`config.mk`:
```
export PLATFORM = sky130hd
export DESIGN_NAME = jk_excite_gen
export DESIGN_NICKNAME = d
export VERILOG_FILES = /design/src/rtl/jk_excite_gen.sv
export SDC_FILE = /design/constraint.sdc
export NUM_CORES = 1
export LEC_CHECK = 0
export CAP_MARGIN = 20
export CELL_PAD_IN_SITES_DETAIL_PLACEMENT = 1
export CELL_PAD_IN_SITES_GLOBAL_PLACEMENT = 2
export CORE_ASPECT_RATIO = 1.4
export CORE_MARGIN = 2
export CORE_UTILIZATION = 30
export CTS_CLUSTER_DIAMETER = 50
export DETAILED_ROUTE_END_ITERATION = 8
export HOLD_SLACK_MARGIN = 0.15
export PLACE_DENSITY_LB_ADDON = 0.1
export RECOVER_POWER = 25
export SYNTH_ARGS = -nofsm -noshare
export SYNTH_HDL_FRONTEND = slang
export SYNTH_SLANG_ARGS = --single-unit
```
`constraint.sdc`:
```
create_clock -name clk -period 1.7 [get_ports clk]
set_clock_uncertainty 0.05 [all_clocks]
set_input_delay 0.34 -clock clk [delete_from_list [all_inputs] [get_ports clk]]
set_output_delay 0.34 -clock clk [all_outputs]
set_load 0.05 [all_outputs]
```
`src/rtl/jk_excite_gen.sv`:
```
// rtl/jk_excite_gen.sv - command-driven J/K excitation generator for a W-bit JK bank
// Tracks the bank state in a shadow register so J/K drives can be derived per cycle.
module jk_excite_gen #(
  parameter int W       = 4,
  parameter bit MIN_EXC = 1'b1
) (
  input  logic         clk,
  input  logic         cl,
  input  logic         cmd_valid,
  output logic         cmd_ready,
  input  logic         cmd_op,
  input  logic [W-1:0] cmd_data,
  output logic [W-1:0] j,
  output logic [W-1:0] k,
  output logic         jk_valid,
  output logic         busy,
  output logic [W-1:0] shadow
);

  typedef enum logic [1:0] {S_IDLE, S_LOAD, S_COUNT} state_t;

  state_t         state_q, state_d;
  logic [W-1:0]   shadow_q, shadow_d;
  logic [W-1:0]   target_q, target_d;
  logic [W-1:0]   cnt_q, cnt_d;
  logic [W-1:0]   j_q, j_d;
  logic [W-1:0]   k_q, k_d;
  logic           vld_q, vld_d;
  logic [W-1:0]   shadow_inc;
  logic [W-1:0]   shadow_inc2;

  always_comb begin
    state_d     = state_q;
    shadow_d    = shadow_q;
    target_d    = target_q;
    cnt_d       = cnt_q;
    j_d         = '0;
    k_d         = '0;
    vld_d       = 1'b0;
    shadow_inc  = shadow_q + W'(1);
    shadow_inc2 = shadow_q + W'(2);

    case (state_q)
      S_IDLE: begin
        if (cmd_valid) begin
          if (!cmd_op) begin
            target_d = cmd_data;
            state_d  = S_LOAD;
            vld_d    = 1'b1;
            if (MIN_EXC) begin
              j_d = cmd_data & ~shadow_q;
              k_d = ~cmd_data & shadow_q;
            end else begin
              j_d = cmd_data;
              k_d = ~cmd_data;
            end
          end else if (cmd_data != '0) begin
            // The first toggle mask is driven straight from the accept edge.
            cnt_d   = cmd_data;
            state_d = S_COUNT;
            vld_d   = 1'b1;
            j_d     = shadow_q ^ shadow_inc;
            k_d     = shadow_q ^ shadow_inc;
          end
        end
      end

      S_LOAD: begin
        shadow_d = target_q;
        state_d  = S_IDLE;
      end

      S_COUNT: begin
        shadow_d = shadow_inc;
        cnt_d    = cnt_q - W'(1);
        if (cnt_q == W'(1)) begin
          state_d = S_IDLE;
        end else begin
          // Next mask is taken against the value shadow holds after this edge.
          vld_d = 1'b1;
          j_d   = shadow_inc ^ shadow_inc2;
          k_d   = shadow_inc ^ shadow_inc2;
        end
      end

      default: state_d = S_IDLE;
    endcase
  end

  always_ff @(posedge clk) begin
    if (cl) begin
      state_q  <= S_IDLE;
      shadow_q <= '0;
      target_q <= '0;
      cnt_q    <= '0;
      j_q      <= '0;
      k_q      <= '0;
      vld_q    <= 1'b0;
    end else begin
      state_q  <= state_d;
      shadow_q <= shadow_d;
      target_q <= target_d;
      cnt_q    <= cnt_d;
      j_q      <= j_d;
      k_q      <= k_d;
      vld_q    <= vld_d;
    end
  end

  assign cmd_ready = (state_q == S_IDLE);
  assign busy      = (state_q != S_IDLE);
  assign j         = j_q;
  assign k         = k_q;
  assign jk_valid  = vld_q;
  assign shadow    = shadow_q;

endmodule

```
-- Yosys cells after proc, flatten, opt, wreduce, memory -nomap -nowiden
Cells that the tools add are included.
- output and inout port bits: 15
- register bits after elaboration: 23
- word-level logic and storage cells: 56
- bits of input ports: 8
- equality and inequality tests: 8
- bitwise logic cells: 7
- reductions and logical operators: 8
- mux-type cells: 23
- $add $sub $neg: 3
- operators by type and width (kind ; count):
    $mux 4 ; 9
    $pmux 4 s2 ; 4
    $and 4x4->4 ; 2
    $mux 2 ; 4
    $not 4->4 ; 2
    $xor 4x4->4 ; 2
    $reduce_and 3->1 ; 2
    $reduce_bool 2->1 ; 3
    $add 4x1->4 const B ; 1
    $add 4x2->4 const B ; 1
    $eq 4x1->1 const B ; 1
    $mux 1 ; 4
    $ne 2x1->1 const B ; 2
    $ne 2x2->1 const B ; 2
    $pmux 2 s2 ; 1
    $reduce_and 4->1 ; 1
    $reduce_bool 4->1 ; 1
    $sub 4x1->4 const B ; 1
    $ne 3x2->1 const B ; 1
    $eq 2x1->1 const B ; 1
    $eq 2x2->1 const B ; 1
    $logic_not 2->1 ; 1
    $pmux 1 s2 ; 1
    $not 1->1 ; 1

-- Depth between registers and ports, before layout
Gate-level depths: netlist of run 1.
- depth after elaboration: 6
- mapped depth: 7
- mapped depth without buffers: 6

-- Worst setup path before layout of run 1
OpenSTA, ideal clock, no wires.
- path kind: register to register
- start point: register state_q[0]
- end point: register cnt_q[3]
- buffers on the path: 0
- setup time: 0.131 ns
- slack: -0.308 ns
- cell stages (with the launch flop): 7
- arrival: 1.828 ns
- period minus slack after synthesis: 2.008 ns
- data required time: 1.519 ns
- cells stage by stage: dfxtp_1 -> inv_1 -> ha_1 -> inv_1 -> a32oi_4 -> or2_2 -> a21oi_2
- word-level cells in the longest chain between the ends: 3
- elaborated cells on any way between the ends: 8
- classes of those cells: 4 x eq/ne; 1 x mux; 3 x reduce/logical
- RTL lines (item ; RTL line ; source):
    from (decl) ; 22 ; state_t state_q, state_d;
    from (signal assigned) ; 100 ; state_q <= state_d;
    $logic_not 2->1 (*) ; - ;
    net cmd_ready ; 10 ; output logic cmd_ready,
    $ne 2x1->1 (no source line), or another cell as far along ; - ;
    $reduce_and 4->1 (no source line) ; - ;
    to (signal assigned) ; 103 ; cnt_q <= cnt_d;
    to (decl) ; 25 ; logic [W-1:0] cnt_q, cnt_d;
Mark *: on every way through the listed nets, which the timed path passes. The rest lies on a longest branch.
A chain may end at the register's enable or synchronous reset.

-- Worst setup path after layout of run 1
- start point: input cmd_data[3]
- end point: register cnt_q[3]
- word-level cells in the longest chain between the ends: 4
- elaborated cells on any way between the ends: 7
- classes of those cells: 1 x eq/ne; 4 x mux; 2 x reduce/logical
- RTL lines (item ; RTL line ; source):
    from (decl) ; 12 ; input logic [W-1:0] cmd_data,
    $mux 4 ; 57 ; end else if (cmd_data != '0) begin
    $mux 4 ; 46 ; if (!cmd_op) begin
    $mux 4 ; 45 ; if (cmd_valid) begin
    $pmux 4 s2 ; 43 ; case (state_q)
Parallel ways exist; a longest one is shown, timed or not. The select of a mux whose other input is x is not followed.

==> impl_metrics.py, run 1 <==
metrics = {
    "layout": {
        "drive_gt1_share_pct": 24.1,
        "n_antenna_cell": 0,
        "fin_nets": 207,
        "syn2layout_area_growth_pct": 39.3,
        "fin_area_um2": 1710,
        "utilization_pct": 43.6,
        "n_fill_cell": 482,
    },
    "synth": {
        "synth_top_area_share_pct": 37.5,
        "synthCells": 149,
        "yosysWarnings": 0,
        "synth_area_leaders": "dfxtp_1, ha_1, a21oi_1, nor2_1, mux2i_1",
        "syn-cell-area_um2": 1230,
        "ys_ff_latch": 23,
        "avgSynthCellArea_um2": 8.24,
        "yosysSeqAreaShare_pct": 37.5,
        "synth.distinct_cells": 37,
        "yosysTopAreaCell": "dfxtp_1",
        "syn_nets": 164,
    },
    "detailed_routing": {
        "via_per_inst": 5.20,
        "wire_per_inst_um": 16.0,
        "drc_errors": 0,
        "vias": 1216,
        "drt_pass1_iterations": 4,
        "antenna_left": 0,
        "routed_wl_mm": 3.75,
        "first_iter_violations": 23,
    },
    "sta": {
        "fmax_ghz": 0.602,
        "whs_ns": 0.428,
        "finalHoldViolCount": 0,
        "fin_crit_sh_pct": 97.7,
        "relSlewSlack_pct": 60.4,
        "tightest_slew_ns": 0.597,
        "min_period_ns": 1.66,
        "worst_slack_ns": 0.0391,
        "slew_viol_final": 0,
        "fin_tns_setup_ns": 0,
        "finalSetupViolCount": 0,
    },
    "power": {
        "p_leak_nw": 0.677,
        "max-vdd-ir-drop_v": 0.000383,
        "power_density_nw_per_um2": 887,
    },
    "die": {
        "die_h_um": 79.7,
        "dieArea_um2": 4630,
        "io_pins": 23,
        "coreArea_um2": 3920,
        "fp-row-count": 27,
        "die_w_um": 58.1,
        "start_util_pct": 31.3,
    },
    "global_route": {
        "antenna_found_initial": 0,
        "grt_usage_pct": 17.4,
        "grt_max_degree": 17,
        "grt_pass1_wl_mm": 6.07,
        "overflow": 0,
        "grt_pass1_vias": 1224,
    },
    "clocking": {
        "cts_sinks": 23,
        "cts_tree": "yes",
        "clock_path_buffers": 2,
        "clk_pin_slew_ns": 0.09,
        "cts_made_buffers": 3,
        "postCtsHoldBufs": 0,
        "clock_latency_ns": 0.27,
        "ctsHtreeMaxLevel": 1,
        "cts-root-buf": "clkbuf_8",
    },
    "worst_setup_path": {
        "endpoint_kind": "flop",
        "arrival_ns": 1.77,
        "crit_path_cell_trace": "dlygate4sd2_1, or4_4, a32oi_4, or2_4, a21oi_2",
        "crit_type": "in2reg",
        "slowest_stage": "or4_4",
        "crit_fanout": 8,
        "max_stage_delay_ns": 0.56,
        "cp-start-kind": "input pin",
        "required_ns": 1.81,
    },
    "worst_hold_path": {
        "hold_path.class": "reg2reg",
    },
    "placement": {
        "portBuffers": 22,
        "place_area_um2": 1670,
        "pre_cts_slack_ns": -0.412,
        "place.gp.congestion": 0.775,
        "dpl.hpwl_mm": 2.88,
    },
    "outcome": {
        "status": "completed",
    },
    "job": {
        "maxCapViolCount": 0,
    },
}
final timing paths:
kind	start	to	slack [ns]	cells after the start
setup / recovery	cmd_data[3]	cnt_q[3]$_SDFFE_PP0P_	0.04	5
hold / removal	cnt_q[1]$_SDFFE_PP0P_	cnt_q[1]$_SDFFE_PP0P_	0.43	2
setup reg to reg	state_q[1]$_SDFFE_PP0P_	cnt_q[3]$_SDFFE_PP0P_	0.12	6
hold reg to reg	cnt_q[1]$_SDFFE_PP0P_	cnt_q[1]$_SDFFE_PP0P_	0.43	2
Yosys cell counts:
| cell type | count |
|---|---|
| dfxtp_1 | 23 |
| a21oi_1 | 17 |
| nor2_1 | 17 |
| nand2_1 | 12 |
| o21ai_0 | 9 |
| inv_1 | 8 |
| ha_1 | 7 |
| nor2b_1 | 6 |
| clkbuf_1 | 5 |
| mux2i_1 | 5 |
| o211ai_1 | 4 |
| a21o_1 | 3 |
| o21ai_1 | 3 |
| a21oi_2 | 2 |
| a22oi_1 | 2 |
| nand3_1 | 2 |
| nor3_1 | 2 |
| nor3b_1 | 2 |
| o2bb2ai_1 | 2 |
| a211o_1 | 1 |
| a211oi_1 | 1 |
| a21bo_2 | 1 |
| a221oi_1 | 1 |
| a32oi_4 | 1 |
| and2_1 | 1 |
| and3_1 | 1 |
| buf_1 | 1 |
| clkinv_1 | 1 |
| nand2b_1 | 1 |
| nand3b_1 | 1 |
| nand4_1 | 1 |
| nor4_1 | 1 |
| o311a_1 | 1 |
| or2_2 | 1 |
| or3_1 | 1 |
| or4_4 | 1 |
| xor2_1 | 1 |
what timing repair did:
item	CTS	global route
gates cloned	0	0
setup endpoints to repair	13	5
pin swaps	3	1
hold endpoints to repair	0	0
resized for setup	7	5
buffers inserted	0	2
final cells by class:
cell class	count	area, um2	area share (%)
sequential	23	462	27.0
timing repair buffer	44	375	21.9
inverter	9	37.5	2.19
multi-input combinational	111	737	43.1
tap	43	53.8	3.15
clock buffer	4	45.0	2.63
worst max-delay path: cells and delay by family:
kind                   cells  cell delay, ns
AND/OR/NAND/NOR            2            0.75
AO/OA/AOI/OAI              2            0.42
buffers and inverters      1            0.27
metrics by stage:
| stage | std cells | total power (W) |
|---|---|---|
| after detailed placement | 228 | 0.00118 |
| after floorplan | 149 | 0.000955 |
| after CTS | 232 | 0.00154 |
| final | 234 | 0.00152 |
| after global routing | 234 | 0.00161 |
| after global placement | 228 | 0.00116 |
metal layers:
metal	track usage [%]	share of wire, %	vias up
li1	-	-	608
met1	20.4	43	586
met2	30.9	54	18
met3	2.43	2.7	4
met4	7.44	1.1	0
met5	0	0	-
registers in the layout, summed over array words and instances, names as in the netlist:
name / cells
cnt_q: 4
j: 4
jk_valid: 1
k: 4
shadow: 4
state_q: 2
target_q: 4
logic make-up (layout without fill, tap and decap cells):
kind of cell / count (synthesis) / in the layout / share of synthesized area (%)
compound gates: 48 / 48 / 26.1
buf+inv: 15 / 57 / 4.59
simple gates: 50 / 50 / 19.9
flops: 23 / 23 / 37.5
mux: 5 / 5 / 4.08
fa+ha+maj: 7 / 7 / 7.14
xor+xnor: 1 / 1 / 0.714
report_power, final:
part | switching, W | leakage [nW] | internal [W] | total [W]
clock | 0.000186 | 0.0228 | 0.000168 | 0.000354
combinational | 0.000328 | 0.466 | 0.000227 | 0.000555
sequential | 0.0000293 | 0.188 | 0.000580 | 0.000609
total | 0.000544 | 0.677 | 0.000974 | 0.00152
placed cells by master, fill, tap and decap left out, drive strengths merged, types with 2 or more instances in the layout:
| cell | count |
|---|---|
| dfxtp | 23 |
| dlygate4sd2 | 4 |
| inv | 7 |
| clkbuf | 13 |
| nor2b | 6 |
| buf | 28 |
| o211ai | 4 |
| a22oi | 2 |
| ha | 7 |
| nand2 | 12 |
| nand3 | 2 |
| nor3b | 2 |
| nor3 | 2 |
| nor2 | 17 |
| a21oi | 19 |
| o2bb2ai | 2 |
| o21ai | 12 |
| clkdlybuf4s50 | 3 |
| a21o | 3 |
| mux2i | 5 |
(Power assumes the default switching activity.)
==> inputs of run 2 (changes only) <==
CAP_MARGIN = 25   (was 20)
==> results of run 2 <==
Final layout, timing and power as in run 1 (identical DEF).
==> inputs of run 3 (changes only) <==
CORE_UTILIZATION = 36   (was 30)
DONT_BUFFER_PORTS = 1   (was unset)
==> run 3 against run 2 <==
Compared with the run above: flip-flop and latch count did not move; worst setup slack improved by 0.053 ns; count of clock-buffer cells in the layout fell by 1; largest power group unchanged; power fell by 7.6%; sequential power rose by 9.4%; sequential share of layout area rose by 4.9 points; highest routed layer unchanged; critical path depth fell by 1.
==> impl_metrics.py, run 3 (synthesis gave the netlist of run 1 again) <==
metrics = {
    "clocking": {
        "clock_path_buffers": 2,
        "cts_tree": "yes",
        "cts_setup_buffers": 0,
        "cts_sinks": 23,
        "clock_latency_ns": 0.26,
        "ctsHtreeMaxLevel": 1,
        "clk_pin_slew_ns": 0.09,
        "cts-root-buf": "clkbuf_8",
        "cts_made_buffers": 3,
    },
    "global_route": {
        "grt_max_degree": 18,
        "grt_pass1_vias": 1175,
        "antenna_found_initial": 0,
        "met3_usage_pct": 2.46,
        "overflow": 0,
        "use_met2_pct": 35.5,
        "grt_util_met1_pct": 22.8,
        "grt_pass1_wl_mm": 5.62,
        "grt.busiest_layer": "met2",
        "grt_usage_pct": 19.6,
    },
    "worst_setup_path": {
        "required_ns": 1.31,
        "regToRegSetupSlack_ns": 0.12,
        "arrival_ns": 1.22,
        "crit_path_cell_trace": "inv_1, ha_4, clkinvlp_4, buf_4",
        "crit_type": "reg2out",
        "r2r_cells": 7,
        "endpoint_kind": "primary output",
        "crit_fanout": 6,
        "r2r_end": "cnt_q[3]$_SDFFE_PP0P_",
        "cp-start-kind": "flop",
        "max_stage_delay_ns": 0.33,
        "regToRegStartpoint": "state_q[0]$_SDFFE_PP0P_",
        "slowest_stage": "dfxtp_1",
    },
    "die": {
        "die_h_um": 73.1,
        "io_pins": 23,
        "dieArea_um2": 3900,
        "start_util_pct": 37.0,
        "die_w_um": 53.4,
        "coreArea_um2": 3320,
        "fp-row-count": 25,
    },
    "sta": {
        "fin_crit_sh_pct": 94.6,
        "finalSetupViolCount": 0,
        "tightest_slew_ns": 0.720,
        "relSlewSlack_pct": 51.9,
        "finalHoldViolCount": 0,
        "grt_setup_unrepaired": "no",
        "fmax_ghz": 0.622,
        "min_period_ns": 1.61,
        "worst_slack_ns": 0.0924,
        "slew_viol_final": 0,
        "fin_tns_setup_ns": 0,
    },
    "layout": {
        "drive_gt1_share_pct": 17.9,
        "fin_nets": 178,
        "n_antenna_cell": 0,
        "most-common-layout-cells": "dfxtp_1, nor2_1, a21oi_1",
        "fin_area_um2": 1450,
        "final_common_cell": "dfxtp_1",
        "syn2layout_area_growth_pct": 18.0,
        "final_cells": 202,
    },
    "power": {
        "power.share.switching_pct": 35.5,
        "switching_power_w": 0.000497,
        "p_clk_share_pct": 24.7,
        "fin_total_pwr_w": 0.00140,
        "power_density_nw_per_um2": 968,
        "power_frac_comb_pct": 27.8,
        "power_frac_seq_pct": 47.5,
        "p_leak_nw": 0.559,
        "max-vdd-ir-drop_v": 0.000498,
        "p_int_w": 0.000905,
    },
    "detailed_routing": {
        "antenna_left": 0,
        "vias": 1103,
        "drt_pass1_iterations": 4,
        "via_per_inst": 5.46,
        "first_iter_violations": 12,
        "routed_wl_mm": 3.34,
        "drc_errors": 0,
        "wire_per_inst_um": 16.5,
    },
    "job": {
        "maxCapViolCount": 0,
    },
    "placement": {
        "place.gp.congestion": 0.864,
        "portBuffers": 0,
        "dpl.cell_count": 197,
        "dpl.hpwl_mm": 2.52,
        "place_area_um2": 1390,
        "pre_cts_slack_ns": 0.0659,
    },
    "worst_hold_path": {
        "min_path_cells": 2,
        "holdPathEnd": "target_q[1]$_SDFFE_PP0P_",
        "hold_path.class": "in2reg",
        "hp-start": "cmd_data[1]",
    },
    "outcome": {
        "status": "completed",
    },
}
==> run 3: cell count changes in the layout (fill, tap and decap cells not counted), moves of 2 or more <==
cell / previous run / this run
buf_12: 5 / 1
buf_4: 22 / 13
clkbuf_1: 10 / 0
clkdlybuf4s50_1: 3 / 0
dlygate4sd2_1: 4 / 0
inv_1: 5 / 7
o21ai_1: 1 / 3
o21ai_2: 2 / 0
==> run 3: per-layer routing <==
metal,vias up,share of wire [%]
met2,14,54
met5,-,0
li1,547,-
met4,0,0.75
met1,540,43
met3,2,2.4
==> run 3: critical path: cells and delay by family (launching register included) <==
kind                     cells  cell delay (ns)
adder cells (fa/ha/maj)      1             0.19
buffers and inverters        3             0.43
flip-flops                   1             0.33
==> run 3: area by class of cell <==
class / instances / area, um2
fill: 422 / 1870
multi-input combinational: 111 / 726
sequential: 23 / 462
timing repair buffer: 15 / 128
tap: 40 / 50.0
clock buffer: 3 / 41.3
inverter: 9 / 37.5
clock inverter: 1 / 5.00
==> run 3: metrics by stage <==
step	util [%]	hold WS, ns
2_1_floorplan	-	0.395
3_3_place_gp	41.9	0.358
3_5_place_dp	41.9	0.363
4_1_cts	43.6	0.172
5_1_grt	43.7	0.190
6_report	43.7	0.176
==> run 3: worst max path at each step <==
stage	startpoint	end	cells after the start
3_3_place_gp	cmd_data[0]	cnt_q[2]$_SDFFE_PP0P_	4
5_1_grt	state_q[0]$_SDFFE_PP0P_	cnt_q[3]$_SDFFE_PP0P_	7
2_1_floorplan	state_q[0]$_SDFFE_PP0P_	cnt_q[3]$_SDFFE_PP0P_	6
6_report	state_q[1]$_SDFFE_PP0P_	busy	4
4_1_cts	state_q[1]$_SDFFE_PP0P_	cnt_q[0]$_SDFFE_PP0P_	6
3_5_place_dp	cmd_data[0]	cnt_q[2]$_SDFFE_PP0P_	4
==> run 3: timing repair <==
action                                 4_1_cts  5_1_grt
setup endpoints to repair                    0       10
hold buffers                                 1        0
endpoints found under the hold margin       16        0
gates resized for setup                      0        2
==> run 3: power by group through the flow <==
stage | combinational (W) | clock, W | sequential (W)
finish | 0.000390 | 0.000347 | 0.000666
global route | 0.000436 | 0.000383 | 0.000671
CTS | 0.000392 | 0.000362 | 0.000666
detailed placement | 0.000382 | 0 | 0.000679
global placement | 0.000374 | 0 | 0.000677
floorplan | 0.000266 | 0 | 0.000689
